--- src/rtl/wts_key_scheduler_pkg.sv ---
// Shared constants and key command encoding for the envelope key scheduler.
// Optional status output is enabled with WTS_KEY_SCHEDULER_STATUS_EN.
package wts_key_scheduler_pkg;

    localparam int         NUM_CH   = 5;
    localparam logic [2:0] SLOT_NOP = 3'd5;

    typedef enum logic [1:0] {
        KEY_NONE    = 2'd0,
        KEY_ON      = 2'd1,
        KEY_RELEASE = 2'd2,
        KEY_OFF     = 2'd3
    } key_cmd_t;

    // Slot order is 0..4 for channels A..E, then the no-op slot, then back to 0.
    function automatic logic [2:0] next_slot(input logic [2:0] s);
        return (s >= SLOT_NOP) ? 3'd0 : s + 3'd1;
    endfunction

endpackage

--- src/rtl/wts_key_pending_slot.sv ---
// One-entry pending key command store for a single envelope channel.
// With WTS_KEY_SCHEDULER_STATUS_EN it also tracks whether the key is held.
module wts_key_pending_slot
    import wts_key_scheduler_pkg::*;
(
    input  logic     clk,
    input  logic     nreset,
    input  logic     wr_en,
    input  key_cmd_t wr_cmd,
    input  logic     dispatch,
    output logic     pending,
    output logic     key_on,
    output logic     key_release,
    output logic     key_off
`ifdef WTS_KEY_SCHEDULER_STATUS_EN
    ,
    output logic     key_status
`endif
);

    key_cmd_t cmd;

    // The top only raises wr_en while the entry is empty, and dispatch only
    // acts on a full entry, so the two never collide on the same edge.
    always_ff @(posedge clk or negedge nreset) begin
        if (!nreset) begin
            pending     <= 1'b0;
            cmd         <= KEY_NONE;
            key_on      <= 1'b0;
            key_release <= 1'b0;
            key_off     <= 1'b0;
        end else begin
            key_on      <= 1'b0;
            key_release <= 1'b0;
            key_off     <= 1'b0;
            if (dispatch && pending) begin
                pending <= 1'b0;
                case (cmd)
                    KEY_ON:      key_on      <= 1'b1;
                    KEY_RELEASE: key_release <= 1'b1;
                    KEY_OFF:     key_off     <= 1'b1;
                    default: ;
                endcase
            end
            if (wr_en) begin
                pending <= 1'b1;
                cmd     <= wr_cmd;
            end
        end
    end

`ifdef WTS_KEY_SCHEDULER_STATUS_EN
    always_ff @(posedge clk or negedge nreset) begin
        if (!nreset) begin
            key_status <= 1'b0;
        end else if (dispatch && pending) begin
            if (cmd == KEY_ON) begin
                key_status <= 1'b1;
            end else if (cmd == KEY_OFF) begin
                key_status <= 1'b0;
            end
        end
    end
`endif

endmodule

--- src/rtl/wts_key_scheduler.sv ---
// Time-slot sequencer and key command scheduler for the 5-channel envelope generator.
// Define WTS_KEY_SCHEDULER_STATUS_EN to add the key_status[4:0] output.
module wts_key_scheduler
    import wts_key_scheduler_pkg::*;
#(
    parameter int SLOT_DIV = 1
)
(
    input  logic       clk,
    input  logic       nreset,
    input  logic       cmd_valid,
    output logic       cmd_ready,
    input  logic [2:0] cmd_ch,
    input  logic [1:0] cmd_key,
    output logic [2:0] active,
    output logic       frame_start,
    output logic       ch_a_key_on,
    output logic       ch_a_key_release,
    output logic       ch_a_key_off,
    output logic       ch_b_key_on,
    output logic       ch_b_key_release,
    output logic       ch_b_key_off,
    output logic       ch_c_key_on,
    output logic       ch_c_key_release,
    output logic       ch_c_key_off,
    output logic       ch_d_key_on,
    output logic       ch_d_key_release,
    output logic       ch_d_key_off,
    output logic       ch_e_key_on,
    output logic       ch_e_key_release,
    output logic       ch_e_key_off,
    output logic       cmd_error
`ifdef WTS_KEY_SCHEDULER_STATUS_EN
    ,
    output logic [4:0] key_status
`endif
);

    localparam logic [7:0] DIV_LAST = 8'(SLOT_DIV - 1);

    logic [7:0]        div_cnt;
    logic              div_wrap;
    logic [2:0]        active_next;
    logic [NUM_CH-1:0] pending;
    logic [NUM_CH-1:0] wr_en;
    logic [NUM_CH-1:0] dispatch;
    logic [NUM_CH-1:0] on_p;
    logic [NUM_CH-1:0] rel_p;
    logic [NUM_CH-1:0] off_p;
    logic [7:0]        pending_ext;
    logic              cmd_good;
    logic              accept;

    assign div_wrap    = (div_cnt == DIV_LAST);
    assign active_next = next_slot(active);

    // Out-of-range channels are always ready so bad commands drain and flag an error.
    assign pending_ext = {{(8-NUM_CH){1'b0}}, pending};
    assign cmd_ready   = (cmd_ch >= SLOT_NOP) | ~pending_ext[cmd_ch];
    assign cmd_good    = (cmd_ch < 3'(NUM_CH)) && (cmd_key != 2'd0);
    assign accept      = cmd_valid & cmd_ready;

    always_ff @(posedge clk or negedge nreset) begin
        if (!nreset) begin
            div_cnt     <= 8'd0;
            active      <= SLOT_NOP;
            frame_start <= 1'b0;
            cmd_error   <= 1'b0;
        end else begin
            div_cnt     <= div_wrap ? 8'd0 : div_cnt + 8'd1;
            frame_start <= div_wrap && (active_next == 3'd0);
            if (div_wrap) begin
                active <= active_next;
            end
            if (accept && !cmd_good) begin
                cmd_error <= 1'b1;
            end
        end
    end

    // Dispatch strobes fire on the edge that enters a channel's slot.
    for (genvar n = 0; n < NUM_CH; n++) begin : g_ch
        assign wr_en[n]    = accept && cmd_good && (cmd_ch == 3'(n));
        assign dispatch[n] = div_wrap && (active_next == 3'(n));

        wts_key_pending_slot u_slot (
            .clk         (clk),
            .nreset      (nreset),
            .wr_en       (wr_en[n]),
            .wr_cmd      (key_cmd_t'(cmd_key)),
            .dispatch    (dispatch[n]),
            .pending     (pending[n]),
            .key_on      (on_p[n]),
            .key_release (rel_p[n]),
            .key_off     (off_p[n])
`ifdef WTS_KEY_SCHEDULER_STATUS_EN
            ,
            .key_status  (key_status[n])
`endif
        );
    end

    assign ch_a_key_on      = on_p[0];
    assign ch_a_key_release = rel_p[0];
    assign ch_a_key_off     = off_p[0];
    assign ch_b_key_on      = on_p[1];
    assign ch_b_key_release = rel_p[1];
    assign ch_b_key_off     = off_p[1];
    assign ch_c_key_on      = on_p[2];
    assign ch_c_key_release = rel_p[2];
    assign ch_c_key_off     = off_p[2];
    assign ch_d_key_on      = on_p[3];
    assign ch_d_key_release = rel_p[3];
    assign ch_d_key_off     = off_p[3];
    assign ch_e_key_on      = on_p[4];
    assign ch_e_key_release = rel_p[4];
    assign ch_e_key_off     = off_p[4];

endmodule

--- config.mk ---
export PLATFORM = sky130hd
export DESIGN_NAME = wts_key_scheduler
export DESIGN_NICKNAME = d
export VERILOG_FILES = /design/src/rtl/wts_key_scheduler_pkg.sv /design/src/rtl/wts_key_pending_slot.sv /design/src/rtl/wts_key_scheduler.sv
export SDC_FILE = /design/constraint.sdc
export NUM_CORES = 1
export LEC_CHECK = 0
export CORE_AREA = 3 3 62 64
export DETAILED_ROUTE_END_ITERATION = 8
export DIE_AREA = 0 0 65 67
export PLACE_DENSITY = 0.81
export REMOVE_ABC_BUFFERS = 1
export SKIP_CTS_REPAIR_TIMING = 1
export SYNTH_ARGS = -nofsm -noshare
export SYNTH_HDL_FRONTEND = slang
export SYNTH_SLANG_ARGS = --single-unit
--- constraint.sdc ---
create_clock -name clk -period 3.3 [get_ports clk]
set_clock_uncertainty 0.2 [all_clocks]
set_input_delay 0.495 -clock clk [delete_from_list [all_inputs] [get_ports clk]]
set_output_delay 0.495 -clock clk [all_outputs]
set_load 0.01 [all_outputs]
==> results_dict.tcl <==
set metrics [dict create \
    outcome "complete, no violations" \
    nets 200 \
    slowest_delay_ns 0.64 \
    first_iter_violations 58 \
    die-area_mm2 0.00436 \
    worst_setup_path_end_kind "output port" \
    setup_violations 0 \
    r2r_start "active[1]" \
    hold_class "in2async" \
    port-buffer-count 28 \
    layout-drive-gt1-share_pct 14.9 \
    synth_area_leaders "dfrtp_1 (55%), mux2_2 (4.9%), ha_1 (3.4%)" \
    crit_buf_inv 2 \
    max-cap-violations 0 \
    final_common_cell "dfrtp_1" \
    initial_utilization_pct 55.6 \
    die-width_um 65 \
    drv_slew 0 \
    cp_slowest_cell "clkdlybuf4s50_1" \
    routed_wl_um 3510 \
    design.portCount 29 \
    dp_hpwl_um 2610 \
    fmaxAchievable_mhz 331 \
    grtUsageTotal_pct 19.5 \
    finalCritPeriodShare_pct 91.5 \
    fin_util_pct 68.3 \
    routabilityCongestion 0.789 \
    grt_antenna_before_repair 0 \
    hold_violations 0 \
    worstSkewPairLatency_ns 0.35 \
    grt-ovfl-total 0 \
    power_density_mw_per_mm2 486 \
    grt_pass1_wl_um 6200 \
    fp.coreArea_mm2 0.00334 \
    reg2reg_slack_ns 0.89 \
    total_power_mw 1.11 \
    syn_to_final_growth_pct 22.8 \
    critPathLaunchType "input port" \
    drt-pass1-iter-count 4 \
    yosysWarnings 0 \
    grt_max_degree 44 \
    syn_avg_cell_area_um2 12.2 \
    required_ns 2.60 \
    cts_sinks 43 \
    cp_max_fo 9 \
    via_count 1273 \
    tightest_slew_ns 0.895 \
    crit_chain "clkdlybuf4s50_1, mux2i_1, o21ai_0, o21ai_0, clkdlybuf4s50_1" \
    crit_arrival_ns 2.32 \
    vias_per_cell 5.44 \
    fp.dieH_um 67 \
    wire_per_inst_um 15.0 \
    async_reset_ff_share_pct 100 \
    clockBufferDepth 2 \
    clk_pin_slew_ns 0.11 \
    ys_ff_latch 43 \
    synth_cell_type_count 39 \
    drc_errors 0 \
    vdd_ir_drop_max_v 0.000310 \
    min_period_ns 3.02 \
    cts_buffers 5 \
    rows 21 \
    final_area_mm2 0.00228 \
    ff2ff_path_depth 6 \
    cp_top_family "buffers and inverters" \
    fin_tns_setup_ns 0 \
    synth_area_leader_cell "dfrtp_1" \
    synth_area_mm2 0.00186 \
    tritoncts "done" \
    dpl.cell_count 226 \
    relSlewSlack_pct 40.4 \
    synth_edf_count 0 \
    final_cell_mix "dfrtp_1 (41), clkdlybuf4s50_1 (27), inv_1 (11), o21ai_0 (11)" \
    antenna_left 0 \
    synthCells 152 \
    cts_root_buffer "clkbuf_4" \
    placed_cell_area_mm2 0.00219 \
    crit_type "in2out" \
    fin_cells 234 \
    r2r-end "g_ch[2].u_slot.key_release" \
    grt_pass1_vias 1314 \
    antenna-diode-count 0 \
    synth-main-ff-cell "dfrtp_1" \
    grt_setup_unrepaired "no" \
    h-tree-depth 2 \
    fillers 266 \
    leakage_nw 1.03 \
    ys_seq_area_share_pct 58.1 \
    synth_top_area_share_pct 55.3 \
]
[kinds of logic after synthesis]
group / Yosys count / share of synthesized area (%)
buffers and inverters: 13 / 2.83
XOR/XNOR: 6 / 2.83
AO/OA/AOI/OAI: 21 / 7.01
adder cells (fa/ha/maj): 5 / 3.37
flip-flops: 43 / 58.1
multiplexers: 10 / 5.93
AND/OR/NAND/NOR: 54 / 19.9
[per-stage QoR]
step                setup slack, ns  hold WS, ns
floorplan                      1.05    -0.000591
global placement              0.419        0.228
detailed placement            0.282        0.234
CTS                           0.276       0.0807
global route                  0.159        0.104
finish                        0.280       0.0626
[area by class of cell]
cell class	instances	area (um2)	area share (%)
timing repair buffer	30	290	12.7
tap	46	57.6	2.53
clock inverter	2	35.0	1.54
multi-input combinational	96	724	31.8
sequential	43	1080	47.3
inverter	11	41.3	1.81
clock buffer	6	51.3	2.25
[worst reg2reg max path: cells and delay by family (launching register included)]
kind / cells / cell delay [ns]
flip-flops: 1 / 0.47
AO/OA/AOI/OAI: 1 / 0.33
buffers and inverters: 1 / 0.11
AND/OR/NAND/NOR: 3 / 0.97
adder cells (fa/ha/maj): 1 / 0.23
[worst max-delay path by stage]
| stage | from | endpoint | slack [ns] | cells after the start |
|---|---|---|---|---|
| after floorplan | div_cnt[0] | g_ch[0].u_slot.key_off | 1.05 | 6 |
| after global placement | cmd_ch[0] | cmd_ready | 0.42 | 5 |
| after detailed placement | cmd_ch[0] | cmd_ready | 0.28 | 5 |
| after CTS | cmd_ch[0] | cmd_ready | 0.28 | 5 |
| after global routing | cmd_ch[0] | cmd_ready | 0.16 | 5 |
| final | cmd_ch[0] | cmd_ready | 0.28 | 5 |
[cell usage after synthesis (2+ instances only)]
| cell | instances |
|---|---|
| nor4_1 | 2 |
| dfstp_2 | 2 |
| nand3_1 | 8 |
| ha_1 | 5 |
| mux2i_1 | 2 |
| o21a_1 | 2 |
| nor3b_1 | 4 |
| xnor2_1 | 5 |
| or4b_4 | 2 |
| nand2_1 | 5 |
| and3_1 | 3 |
| a21o_1 | 3 |
| dfrtp_1 | 41 |
| mux2_2 | 8 |
| o21ai_0 | 11 |
| and4b_1 | 3 |
| nor2_1 | 5 |
| nand2b_1 | 2 |
| nor2b_1 | 2 |
| nand4_1 | 2 |
| nor3_1 | 7 |
| inv_1 | 11 |
[sequential cells by signal (all words and copies together), names as in the netlist]
register	count
frame_start	1
cmd_error	1
g_ch.u_slot.key_off	5
g_ch.u_slot.key_on	5
g_ch.u_slot.key_release	5
g_ch.u_slot.pending	5
div_cnt	8
active	3
g_ch.u_slot.cmd	10
[power breakdown]
group | total, mW | internal (mW) | leakage (nW) | switching [mW]
Combinational | 0.137 | 0.0735 | 0.419 | 0.0637
Sequential | 0.633 | 0.585 | 0.565 | 0.0480
Clock | 0.336 | 0.179 | 0.0482 | 0.157
Total | 1.11 | 0.837 | 1.03 | 0.269
[layer usage]
layer	routed length [um]	track usage [%]	part of all wire [%]	vias to the layer above
met4	48	7.12	1.4	0
met3	150	7.08	4.3	6
met5	0	0	0	-
met2	1770	31.4	50	22
li1	-	-	-	613
met1	1540	24.0	44	632
Note: power is estimated with default switching activity, not from simulation.
